## config.mk

```make
export PLATFORM = sky130hd
export DESIGN_NAME = multi_operand_adder_pipe
export DESIGN_NICKNAME = d
export VERILOG_FILES = /design/src/rtl/multi_operand_adder_pipe.sv
export SDC_FILE = /design/constraint.sdc
export NUM_CORES = 1
export LEC_CHECK = 0
export BUFFER_PORTS_ARGS = -buffer_cell sky130_fd_sc_hd__buf_2
export CAP_MARGIN = 20
export CELL_PAD_IN_SITES_DETAIL_PLACEMENT = 0
export CELL_PAD_IN_SITES_GLOBAL_PLACEMENT = 1
export CORE_MARGIN = 5
export CORE_UTILIZATION = 30
export DETAILED_ROUTE_END_ITERATION = 10
export PLACE_DENSITY = 0.67
export SLEW_MARGIN = 40
export SYNTH_ARGS = -nofsm -noshare
export SYNTH_HDL_FRONTEND = slang
export SYNTH_SLANG_ARGS = --single-unit
```

## constraint.sdc

```tcl
create_clock -name clk -period 3.4 [get_ports clk]
set_input_delay 0.51 -clock clk [delete_from_list [all_inputs] [get_ports clk]]
set_output_delay 0.51 -clock clk [all_outputs]
set_load 0.02 [all_outputs]
```

## src/rtl/multi_operand_adder_pipe.sv

```systemverilog
// Pipelined multi-operand adder: a balanced binary tree of carry-lookahead adders,
// one register stage per tree level, with valid/ready handshakes on both sides.

module carry_lookahead_adder #(
    parameter int W = 8
) (
    input  logic [W-1:0] a_i,
    input  logic [W-1:0] b_i,
    input  logic         cin_i,
    output logic [W-1:0] sum_o,
    output logic         cout_o
);

    logic [W-1:0] g_s;
    logic [W-1:0] p_s;
    logic [W:0]   c_s;

    assign g_s = a_i & b_i;
    assign p_s = a_i ^ b_i;

    // Each carry is expanded from the generate/propagate terms of all lower bits,
    // so no carry depends on a previously computed carry.
    always_comb begin
        logic pp;
        logic cy;
        pp     = 1'b1;
        cy     = 1'b0;
        c_s    = {(W+1){1'b0}};
        c_s[0] = cin_i;
        for (int i = 0; i < W; i++) begin
            pp = 1'b1;
            cy = 1'b0;
            for (int j = i; j >= 0; j--) begin
                cy = cy | (g_s[j] & pp);
                pp = pp & p_s[j];
            end
            c_s[i+1] = cy | (cin_i & pp);
        end
    end

    assign sum_o  = p_s ^ c_s[W-1:0];
    assign cout_o = c_s[W];

endmodule

module multi_operand_adder_pipe #(
    parameter int WIDTH   = 32,
    parameter int NUM_OPS = 4,
    parameter int SIGNED  = 0
) (
    input  logic                               clk,
    input  logic                               rst_n,
    input  logic                               in_valid,
    output logic                               in_ready,
    input  logic [NUM_OPS*WIDTH-1:0]           in_data,
    output logic                               out_valid,
    input  logic                               out_ready,
    output logic [WIDTH+$clog2(NUM_OPS)-1:0]   out_sum
);

    localparam int LEVELS = $clog2(NUM_OPS);

    // Bit offset of registered level k inside the flat stage vector; level k holds
    // NUM_OPS>>k values of WIDTH+k bits each.
    function automatic int lvl_base(input int k);
        int b;
        b = 0;
        for (int j = 1; j < k; j++) begin
            b = b + (NUM_OPS >> j) * (WIDTH + j);
        end
        return b;
    endfunction

    localparam int TOT = lvl_base(LEVELS + 1);

    logic             adv_s;
    logic [LEVELS:1]  v_q;
    logic [LEVELS:1]  v_d;
    logic [TOT-1:0]   stage_q;
    logic [TOT-1:0]   stage_d;

    // The whole pipe moves together: it stalls only when the last stage is full and blocked.
    assign adv_s    = ~v_q[LEVELS] | out_ready;
    assign in_ready = adv_s;

    for (genvar k = 1; k <= LEVELS; k++) begin : g_lvl
        for (genvar n = 0; n < (NUM_OPS >> k); n++) begin : g_node
            logic [WIDTH+k-2:0] x_s;
            logic [WIDTH+k-2:0] y_s;
            logic [WIDTH+k-1:0] sx_s;
            logic [WIDTH+k-1:0] sy_s;
            logic [WIDTH+k-1:0] sum_s;
            logic               cout_unused;

            if (k == 1) begin : g_src_in
                assign x_s = in_data[(2*n)*WIDTH +: WIDTH];
                assign y_s = in_data[(2*n+1)*WIDTH +: WIDTH];
            end else begin : g_src_stage
                assign x_s = stage_q[lvl_base(k-1) + (2*n)*(WIDTH+k-1) +: (WIDTH+k-1)];
                assign y_s = stage_q[lvl_base(k-1) + (2*n+1)*(WIDTH+k-1) +: (WIDTH+k-1)];
            end

            // One guard bit per level keeps the sum exact in both signedness modes.
            assign sx_s = {((SIGNED != 0) & x_s[WIDTH+k-2]), x_s};
            assign sy_s = {((SIGNED != 0) & y_s[WIDTH+k-2]), y_s};

            carry_lookahead_adder #(.W(WIDTH+k)) u_cla (
                .a_i    (sx_s),
                .b_i    (sy_s),
                .cin_i  (1'b0),
                .sum_o  (sum_s),
                .cout_o (cout_unused)
            );

            assign stage_d[lvl_base(k) + n*(WIDTH+k) +: (WIDTH+k)] = sum_s;
        end
    end

    // Next valid bits: shift one level on advance, otherwise hold.
    always_comb begin
        v_d = v_q;
        if (adv_s) begin
            v_d[1] = in_valid;
            for (int k = 2; k <= LEVELS; k++) begin
                v_d[k] = v_q[k-1];
            end
        end else begin
            v_d = v_q;
        end
    end

    // Pipeline valid bits.
    always_ff @(posedge clk or negedge rst_n) begin
        if (!rst_n) begin
            v_q <= {LEVELS{1'b0}};
        end else begin
            v_q <= v_d;
        end
    end

    // Pipeline data; empty stages load whatever the tree produces, which is harmless.
    always_ff @(posedge clk or negedge rst_n) begin
        if (!rst_n) begin
            stage_q <= {TOT{1'b0}};
        end else if (adv_s) begin
            stage_q <= stage_d;
        end else begin
            stage_q <= stage_q;
        end
    end

    assign out_valid = v_q[LEVELS];
    assign out_sum   = stage_q[lvl_base(LEVELS) +: (WIDTH+LEVELS)];

endmodule

```

==> run_summary.xml, run 1 <==
<?xml version="1.0" encoding="UTF-8"?>
<metrics>
  <group name="routing">
    <metric name="detail_route.wirelength" unit="µm">21360</metric>
    <metric name="vias_per_cell" unit="">4.961</metric>
    <metric name="final_antenna_net_count" unit="">0</metric>
    <metric name="route.vias.total" unit="">6915</metric>
    <metric name="wl_met1" unit="µm">10040</metric>
    <metric name="detail_route.iter0.violations" unit="">338</metric>
    <metric name="wl_met2" unit="µm">10140</metric>
    <metric name="met3_wirelength" unit="µm">949</metric>
    <metric name="uppermost_routed_layer" unit="">met4</metric>
    <metric name="drc_errors" unit="">0</metric>
    <metric name="avgRoutedWirePerCell" unit="µm">15.32</metric>
    <metric name="dr.pass1.iters" unit="">4</metric>
  </group>
  <group name="synthesis">
    <metric name="synth.cells.most_frequent" unit="">102 x sky130_fd_sc_hd__dfrtp_1, 97 x sky130_fd_sc_hd__ha_1, 94 x sky130_fd_sc_hd__a21oi_1, 91 x sky130_fd_sc_hd__nor2_1, 88 x sky130_fd_sc_hd__nand2_1</metric>
    <metric name="ys_types" unit="">65</metric>
    <metric name="synthMuxAreaShare" unit="">0.002744</metric>
    <metric name="synth_nets" unit="">1125</metric>
    <metric name="syn_area_per_cell" unit="µm²">8.681</metric>
    <metric name="synth_area_leaders" unit="">sky130_fd_sc_hd__dfrtp_1 33%, sky130_fd_sc_hd__ha_1 16%, sky130_fd_sc_hd__a21oi_1 6.1%, sky130_fd_sc_hd__nor2_1 4.4%, sky130_fd_sc_hd__nand2_1 4.3%</metric>
    <metric name="synthesis.instances" unit="">893</metric>
    <metric name="simple_gate_fraction_of_synth_area" unit="">0.1703</metric>
    <metric name="synth_most_common_cell" unit="">sky130_fd_sc_hd__dfrtp_1</metric>
    <metric name="yosysWarnings" unit="">0</metric>
    <metric name="postSynthRegisterBits" unit="">102</metric>
    <metric name="syn-cell-area" unit="µm²">7752</metric>
    <metric name="synth_sequential_area_ratio" unit="">0.3292</metric>
    <metric name="synth_enable_flop_cells" unit="">0</metric>
    <metric name="synthArstFlopShare" unit="">1.000</metric>
    <metric name="synth_compound_gate_area_share" unit="">0.2410</metric>
    <metric name="ys.flop_type" unit="">sky130_fd_sc_hd__dfrtp_1</metric>
    <metric name="largest_family_of_logic_cells_by_synthesized_area" unit="">compound AO/OA/AOI/OAI gates</metric>
    <metric name="synthAdderAreaFrac" unit="">0.1643</metric>
    <metric name="yosysTopAreaCellShare" unit="">0.3292</metric>
    <metric name="synth-xor-area-share" unit="">0.06440</metric>
    <metric name="synth_area_leader_cell" unit="">sky130_fd_sc_hd__dfrtp_1</metric>
  </group>
  <group name="clock_network">
    <metric name="clk_pin_slew_worst_setup_hold_paths" unit="ns">0.07</metric>
    <metric name="htreeDepth" unit="">3</metric>
    <metric name="clk_buf_depth" unit="">2</metric>
    <metric name="tritoncts_clock_tree" unit="">built</metric>
    <metric name="cts_resized" unit="">0</metric>
    <metric name="cts-buffers-inserted" unit="">9</metric>
    <metric name="cts_num_sinks" unit="">102</metric>
    <metric name="cts.root.buffer_cell" unit="">sky130_fd_sc_hd__clkbuf_16</metric>
    <metric name="clock_insertion_delay_worst_skew" unit="ns">0.35</metric>
  </group>
  <group name="hold_path">
    <metric name="worstHoldPathCells" unit="">3</metric>
    <metric name="holdPathEnd" unit="">v_q[1]$_DFFE_PN0P_</metric>
    <metric name="worstHoldPathType" unit="">in -&gt; reg</metric>
    <metric name="hold_path.startpoint" unit="">in_valid</metric>
  </group>
  <group name="cells_and_area">
    <metric name="design.final.nets" unit="">1291</metric>
    <metric name="area_overhead_vs_synth" unit="%">20.59</metric>
    <metric name="drive_gt1_frac" unit="">0.2002</metric>
    <metric name="n_fill_cell" unit="">2621</metric>
    <metric name="antenna_cells_inserted" unit="">0</metric>
  </group>
  <group name="setup_path">
    <metric name="required" unit="ns">3.64</metric>
    <metric name="r2r_depth" unit="">9</metric>
    <metric name="worst-setup-path-type" unit="">reg -&gt; reg</metric>
    <metric name="reg2reg_capture_point" unit="">stage_q[97]$_DFFE_PN0P_</metric>
    <metric name="crit_fanout" unit="">6</metric>
    <metric name="cp_data_arrival_time" unit="ns">3.18</metric>
    <metric name="critPathLaunchType" unit="">register</metric>
    <metric name="regToRegStartpoint" unit="">stage_q[34]$_DFFE_PN0P_</metric>
    <metric name="rrSetupSlack" unit="ns">0.46</metric>
    <metric name="timing.critical_path.to_type" unit="">register</metric>
  </group>
  <group name="pwr">
    <metric name="cellLeakagePower" unit="nW">4.396</metric>
    <metric name="ir_drop" unit="V">0.0004130</metric>
    <metric name="final_total_power" unit="mW">5.927</metric>
    <metric name="power.density_cell_area" unit="nW/µm²">633.9</metric>
  </group>
  <group name="global_route">
    <metric name="grt_first_pass_wirelength" unit="µm">34180</metric>
    <metric name="antenna_found_initial" unit="">0</metric>
    <metric name="grtUsageTotal" unit="">0.1450</metric>
    <metric name="grt_remaining_overflow" unit="">0</metric>
    <metric name="largest_net_degree_at_the_start_of_global_routing" unit="">66</metric>
    <metric name="first_global_vias" unit="">6803</metric>
  </group>
  <group name="sta">
    <metric name="fin_hold_ws" unit="ns">0.3946</metric>
    <metric name="layout_worst_path_cycle_share" unit="">0.8644</metric>
    <metric name="slew_headroom" unit="">0.5858</metric>
    <metric name="finalWorstSetupSlack" unit="ns">0.4611</metric>
    <metric name="timing.fmax" unit="GHz">0.3403</metric>
    <metric name="finalWorstPathRequiredPeriod" unit="ns">2.939</metric>
    <metric name="unrepaired_setup_endpoints_after_global_routing" unit="">false</metric>
    <metric name="maxSlewViolCount" unit="">0</metric>
    <metric name="setup_viol" unit="">0</metric>
    <metric name="finalSetupTns" unit="ns">0</metric>
    <metric name="worst-slew-pin-transition" unit="ns">0.6213</metric>
    <metric name="final_hold_viol_count" unit="">0</metric>
    <metric name="clock_skew" unit="ns">0.007734</metric>
  </group>
  <group name="placement">
    <metric name="finalWeightedCongestion" unit="">0.8394</metric>
    <metric name="place_ws" unit="ns">0.2582</metric>
    <metric name="port-buffer-count" unit="">167</metric>
    <metric name="place_hpwl" unit="µm">17210</metric>
  </group>
  <group name="floorplanning">
    <metric name="initial_standard_cell_utilization_of_the_core" unit="">0.3061</metric>
    <metric name="io_pins" unit="">168</metric>
    <metric name="floorplan.die.width" unit="µm">170.8</metric>
    <metric name="rows" unit="">58</metric>
    <metric name="overall_die_area" unit="µm²">29160</metric>
    <metric name="floorplan.die.height" unit="µm">170.8</metric>
    <metric name="core_area" unit="µm²">25330</metric>
  </group>
  <group name="outcome">
    <metric name="outcome" unit="">finished, final reports clean</metric>
  </group>
  <group name="run">
    <metric name="drv.max_cap_violation_count" unit="">0</metric>
  </group>
</metrics>
registers in the layout (all words and copies together) (netlist names):
name / flops
stage_q: 100
v_q: 2
power by group:
part	switching (mW)	internal, mW	total, mW
Combinational	1.72	1.22	2.94
Clock	0.495	0.597	1.09
Sequential	0.279	1.62	1.90
critical path, stage by stage, from the launching register on:
cell and delay (ns):
sky130_fd_sc_hd__dfrtp_1 0.40, sky130_fd_sc_hd__ha_1 0.32, sky130_fd_sc_hd__a211oi_2 0.28, sky130_fd_sc_hd__o21bai_2 0.17, sky130_fd_sc_hd__o21a_1 0.26, sky130_fd_sc_hd__a221o_2 0.41, sky130_fd_sc_hd__o21a_4 0.25, sky130_fd_sc_hd__or3_4 0.40
sky130_fd_sc_hd__a311oi_1 0.25, sky130_fd_sc_hd__o21ai_1 0.10
layer usage:
metal  global-route usage  up-vias
li1                     -     3600
met1               0.1921     3177
met2               0.2467      125
met3              0.02773       13
met4              0.03194        0
met5                    0        -
placed cells by master (no fill, tap or decap), types with 10 or more instances in the layout:
master / instances
sky130_fd_sc_hd__buf_2: 166
sky130_fd_sc_hd__dfrtp_1: 102
sky130_fd_sc_hd__ha_1: 97
sky130_fd_sc_hd__a21oi_1: 94
sky130_fd_sc_hd__nor2_1: 91
sky130_fd_sc_hd__nand2_1: 88
sky130_fd_sc_hd__xnor2_1: 36
sky130_fd_sc_hd__inv_1: 33
sky130_fd_sc_hd__nor3_1: 30
sky130_fd_sc_hd__o21ai_1: 25
sky130_fd_sc_hd__o21ai_0: 25
sky130_fd_sc_hd__a21o_1: 24
sky130_fd_sc_hd__xor2_1: 21
sky130_fd_sc_hd__o31ai_1: 21
sky130_fd_sc_hd__nand3_1: 19
sky130_fd_sc_hd__o21a_1: 16
sky130_fd_sc_hd__a211oi_1: 15
sky130_fd_sc_hd__o21bai_1: 14
sky130_fd_sc_hd__buf_4: 10
worst max path at each step:
stage | startpoint | to
floorplan | in_data[9] | stage_q[31]$_DFFE_PN0P_
global placement | in_data[3] | stage_q[31]$_DFFE_PN0P_
detailed placement | in_data[1] | stage_q[31]$_DFFE_PN0P_
CTS | stage_q[34]$_DFFE_PN0P_ | stage_q[97]$_DFFE_PN0P_
global route | stage_q[34]$_DFFE_PN0P_ | stage_q[97]$_DFFE_PN0P_
finish | stage_q[34]$_DFFE_PN0P_ | stage_q[97]$_DFFE_PN0P_
cell type report:
class | count | area [µm²] | share of cell area
Multi-Input combinational cell | 733 | 4990 | 0.5337
Sequential cell | 102 | 2552 | 0.2730
Timing Repair Buffer | 179 | 955.9 | 0.1022
Tap cell | 330 | 412.9 | 0.04416
Clock buffer | 10 | 239.0 | 0.02556
Inverter | 34 | 128.9 | 0.01378
Clock inverter | 6 | 70.07 | 0.007495
repair_timing:
| item | 4_1_cts | 5_1_grt |
|---|---|---|
| hold buffers | 0 | 1 |
| endpoints found under the hold margin | 0 | 5 |
| endpoints found under the setup margin | 0 | 0 |
| setup buffers | 0 | 0 |
cell families (layout without fill, tap and decap cells):
group                      count (synthesis)  in the layout
AOI/OAI and AO/OA                        286            286
xor gates and xnor gates                  57             57
adders and majority gates                100            100
buffers and inverters                     58            229
DFF                                      102            102
muxes                                      2              2
and+or+nand+nor                          288            288
per-stage QoR:
stage	instances	utilization	cell area, µm²
after global placement	1376	0.3557	9010
final	1394	0.3691	9349
after floorplan	893	-	7752
after detailed placement	1376	0.3557	9010
after CTS	1392	0.3679	9319
after global routing	1394	0.3691	9349
Note: power is estimated with default switching activity, not from simulation.
==> run 2, diff against run 1 <==
Settings changed: PLACE_DENSITY 0.67 to 0.65.
==> run 2 against run 1 <==
Wire length up 0.15%. Highest routed layer unchanged. First-iteration DRC count fell by 8.0%. Sequential cell count unchanged. Largest cell class unchanged. Total power decreased by 0.22%.
==> run_summary.xml, run 2 (synthesized netlist as in run 1, its figures left out) <==
<?xml version="1.0" encoding="UTF-8"?>
<metrics>
  <group name="outcome">
    <metric name="outcome" unit="">finished, final reports clean</metric>
  </group>
  <group name="sta">
    <metric name="maxSlewViolCount" unit="">0</metric>
    <metric name="fin_hold_ws" unit="ns">0.1809</metric>
    <metric name="worst-slew-pin-transition" unit="ns">0.6704</metric>
    <metric name="slew_headroom" unit="">0.5530</metric>
    <metric name="final_hold_viol_count" unit="">0</metric>
    <metric name="timing.fmax" unit="GHz">0.3362</metric>
    <metric name="finalSetupTns" unit="ns">0</metric>
    <metric name="layout_worst_path_cycle_share" unit="">0.8749</metric>
    <metric name="unrepaired_setup_endpoints_after_global_routing" unit="">false</metric>
    <metric name="setup_viol" unit="">0</metric>
    <metric name="clock_skew" unit="ns">0.01327</metric>
    <metric name="finalWorstPathRequiredPeriod" unit="ns">2.975</metric>
  </group>
  <group name="global_route">
    <metric name="largest_net_degree_at_the_start_of_global_routing" unit="">71</metric>
    <metric name="first_global_vias" unit="">6879</metric>
    <metric name="grtUsageTotal" unit="">0.1467</metric>
    <metric name="grt_remaining_overflow" unit="">0</metric>
    <metric name="antenna_found_initial" unit="">0</metric>
    <metric name="grt_first_pass_wirelength" unit="µm">34400</metric>
  </group>
  <group name="setup_path">
    <metric name="cp_cell_sequence" unit="">ha_1 &gt; a211oi_2 &gt; o21bai_2 &gt; o21a_1 &gt; a221o_2 &gt; o21a_4 &gt; or3_4 &gt; a311oi_1 &gt; o21ai_1</metric>
    <metric name="worstSetupPathDepth" unit="">9</metric>
    <metric name="timing.critical_path.to_type" unit="">register</metric>
    <metric name="r2r_depth" unit="">9</metric>
    <metric name="cpMaxStageDelayCell" unit="">sky130_fd_sc_hd__a221o_2</metric>
    <metric name="cp_data_arrival_time" unit="ns">3.23</metric>
    <metric name="critical_path.max_stage_delay" unit="ns">0.42</metric>
    <metric name="worst-setup-path-type" unit="">reg -&gt; reg</metric>
    <metric name="cp.buffers_inverters" unit="">0</metric>
    <metric name="required" unit="ns">3.65</metric>
    <metric name="crit_fanout" unit="">6</metric>
    <metric name="timing.critical_path.max_delay_family" unit="">compound AO/OA/AOI/OAI gates</metric>
    <metric name="critPathLaunchType" unit="">register</metric>
  </group>
  <group name="pwr">
    <metric name="ir_drop" unit="V">0.0003541</metric>
    <metric name="combPwrFrac" unit="">0.496</metric>
    <metric name="power.density_cell_area" unit="nW/µm²">635.8</metric>
    <metric name="power.sequential.fraction" unit="">0.321</metric>
    <metric name="power_switching" unit="mW">2.502</metric>
    <metric name="power.share.switching" unit="">0.4231</metric>
    <metric name="power.share.clock" unit="">0.183</metric>
    <metric name="cellInternalPower" unit="mW">3.412</metric>
    <metric name="cellLeakagePower" unit="nW">4.369</metric>
  </group>
  <group name="cells_and_area">
    <metric name="design.final.nets" unit="">1287</metric>
    <metric name="regMostFlops" unit="">stage_q</metric>
    <metric name="antenna_cells_inserted" unit="">0</metric>
    <metric name="most-common-layout-cells" unit="">166 x sky130_fd_sc_hd__buf_2, 102 x sky130_fd_sc_hd__dfrtp_1, 97 x sky130_fd_sc_hd__ha_1, 94 x sky130_fd_sc_hd__a21oi_1, 91 x sky130_fd_sc_hd__nor2_1</metric>
    <metric name="drive_gt1_frac" unit="">0.1981</metric>
    <metric name="most_common_cell_after_layout_fill_and_taps_aside" unit="">sky130_fd_sc_hd__buf_2</metric>
    <metric name="area_overhead_vs_synth" unit="%">19.96</metric>
    <metric name="reg_top3" unit="">stage_q x100, v_q x2</metric>
    <metric name="n_fill_cell" unit="">2653</metric>
    <metric name="fin_util" unit="">0.3672</metric>
    <metric name="number_of_flip_flops_in_the_largest_register" unit="">100</metric>
  </group>
  <group name="clock_network">
    <metric name="hold_bufs_at_cts" unit="">0</metric>
    <metric name="cts_num_sinks" unit="">102</metric>
    <metric name="clock_insertion_delay_worst_skew" unit="ns">0.36</metric>
    <metric name="clk_pin_slew_worst_setup_hold_paths" unit="ns">0.08</metric>
    <metric name="cts_resized" unit="">0</metric>
    <metric name="tritoncts_clock_tree" unit="">built</metric>
    <metric name="htreeDepth" unit="">3</metric>
    <metric name="cts-buffers-inserted" unit="">9</metric>
    <metric name="post-cts-setup-buffers" unit="">0</metric>
    <metric name="cts.root.buffer_cell" unit="">sky130_fd_sc_hd__clkbuf_16</metric>
    <metric name="clk_buf_depth" unit="">2</metric>
  </group>
  <group name="placement">
    <metric name="place_hpwl" unit="µm">17280</metric>
    <metric name="port-buffer-count" unit="">167</metric>
    <metric name="finalWeightedCongestion" unit="">0.8226</metric>
  </group>
  <group name="floorplanning">
    <metric name="floorplan.die.height" unit="µm">170.8</metric>
    <metric name="rows" unit="">58</metric>
    <metric name="core_area" unit="µm²">25330</metric>
    <metric name="io_pins" unit="">168</metric>
    <metric name="overall_die_area" unit="µm²">29160</metric>
    <metric name="floorplan.die.width" unit="µm">170.8</metric>
    <metric name="initial_standard_cell_utilization_of_the_core" unit="">0.3061</metric>
  </group>
  <group name="routing">
    <metric name="avgRoutedWirePerCell" unit="µm">15.39</metric>
    <metric name="detail_route.iter0.violations" unit="">311</metric>
    <metric name="dr.pass1.iters" unit="">4</metric>
    <metric name="final_antenna_net_count" unit="">0</metric>
    <metric name="route.vias.total" unit="">6858</metric>
    <metric name="detail_route.wirelength" unit="µm">21390</metric>
    <metric name="vias_per_cell" unit="">4.934</metric>
    <metric name="drc_errors" unit="">0</metric>
  </group>
  <group name="run">
    <metric name="drv.max_cap_violation_count" unit="">0</metric>
  </group>
  <group name="hold_path">
    <metric name="worstHoldPathType" unit="">in -&gt; async</metric>
  </group>
</metrics>
-- run 2: worst paths after layout --
kind	end	startpoint	slack (ns)
worst max register to register	stage_q[97]$_DFFE_PN0P_	stage_q[34]$_DFFE_PN0P_	0.43
max in group asynchronous	stage_q[6]$_DFFE_PN0P_	rst_n	2.48
worst min-delay path	stage_q[58]$_DFFE_PN0P_	rst_n	0.18
min in group clk	v_q[1]$_DFFE_PN0P_	in_valid	0.35
worst min register to register	v_q[1]$_DFFE_PN0P_	v_q[1]$_DFFE_PN0P_	0.47
worst max-delay path	stage_q[97]$_DFFE_PN0P_	stage_q[34]$_DFFE_PN0P_	0.43
-- run 2: power by group through the flow --
stage | Sequential, mW | Combinational [mW] | Clock (mW)
after detailed placement | 1.93 | 2.94 | 0
after global placement | 1.93 | 2.93 | 0
after global routing | 1.96 | 3.30 | 1.17
after floorplan | 2.08 | 1.89 | 0
after CTS | 1.91 | 2.97 | 1.13
final | 1.90 | 2.93 | 1.08
-- run 2: worst reg2reg max path, delay by kind of cell (launching register included) --
kind,cells,cell delay [ns]
AO/OA/AOI/OAI,7,1.75
flip-flops,1,0.40
AND/OR/NAND/NOR,1,0.40
adder cells (fa/ha/maj),1,0.32
-- run 2: layout make-up --
cell class / count / area [µm²] / share of cell area
multi-input cells: 733 / 4990 / 0.5365
flip-flops and latches: 102 / 2552 / 0.2745
repair buffers: 175 / 910.9 / 0.09794
well taps: 330 / 412.9 / 0.04440
clock buffers: 9 / 225.2 / 0.02422
inverters: 34 / 128.9 / 0.01386
clock inverters: 7 / 80.08 / 0.008610
-- run 2: through the flow --
| stage | instances | setup WS (ns) | power, mW | instance area (µm²) |
|---|---|---|---|---|
| 5_1_grt | 1390 | 0.3049 | 6.422 | 9300 |
| 6_report | 1390 | 0.4254 | 5.913 | 9300 |
| 3_5_place_dp | 1374 | 0.2344 | 4.873 | 8995 |
| 3_3_place_gp | 1374 | 0.2423 | 4.863 | 8995 |
| 4_1_cts | 1390 | 0.4235 | 6.006 | 9300 |
| 2_1_floorplan | 893 | 0.6485 | 3.968 | 7752 |
-- run 2: metal layers --
| metal | part of all wire | global-route usage |
|---|---|---|
| met5 | 0 | 0 |
| met4 | 0.0089 | 0.02847 |
| met3 | 0.049 | 0.02842 |
| met2 | 0.48 | 0.2517 |
| met1 | 0.46 | 0.1938 |
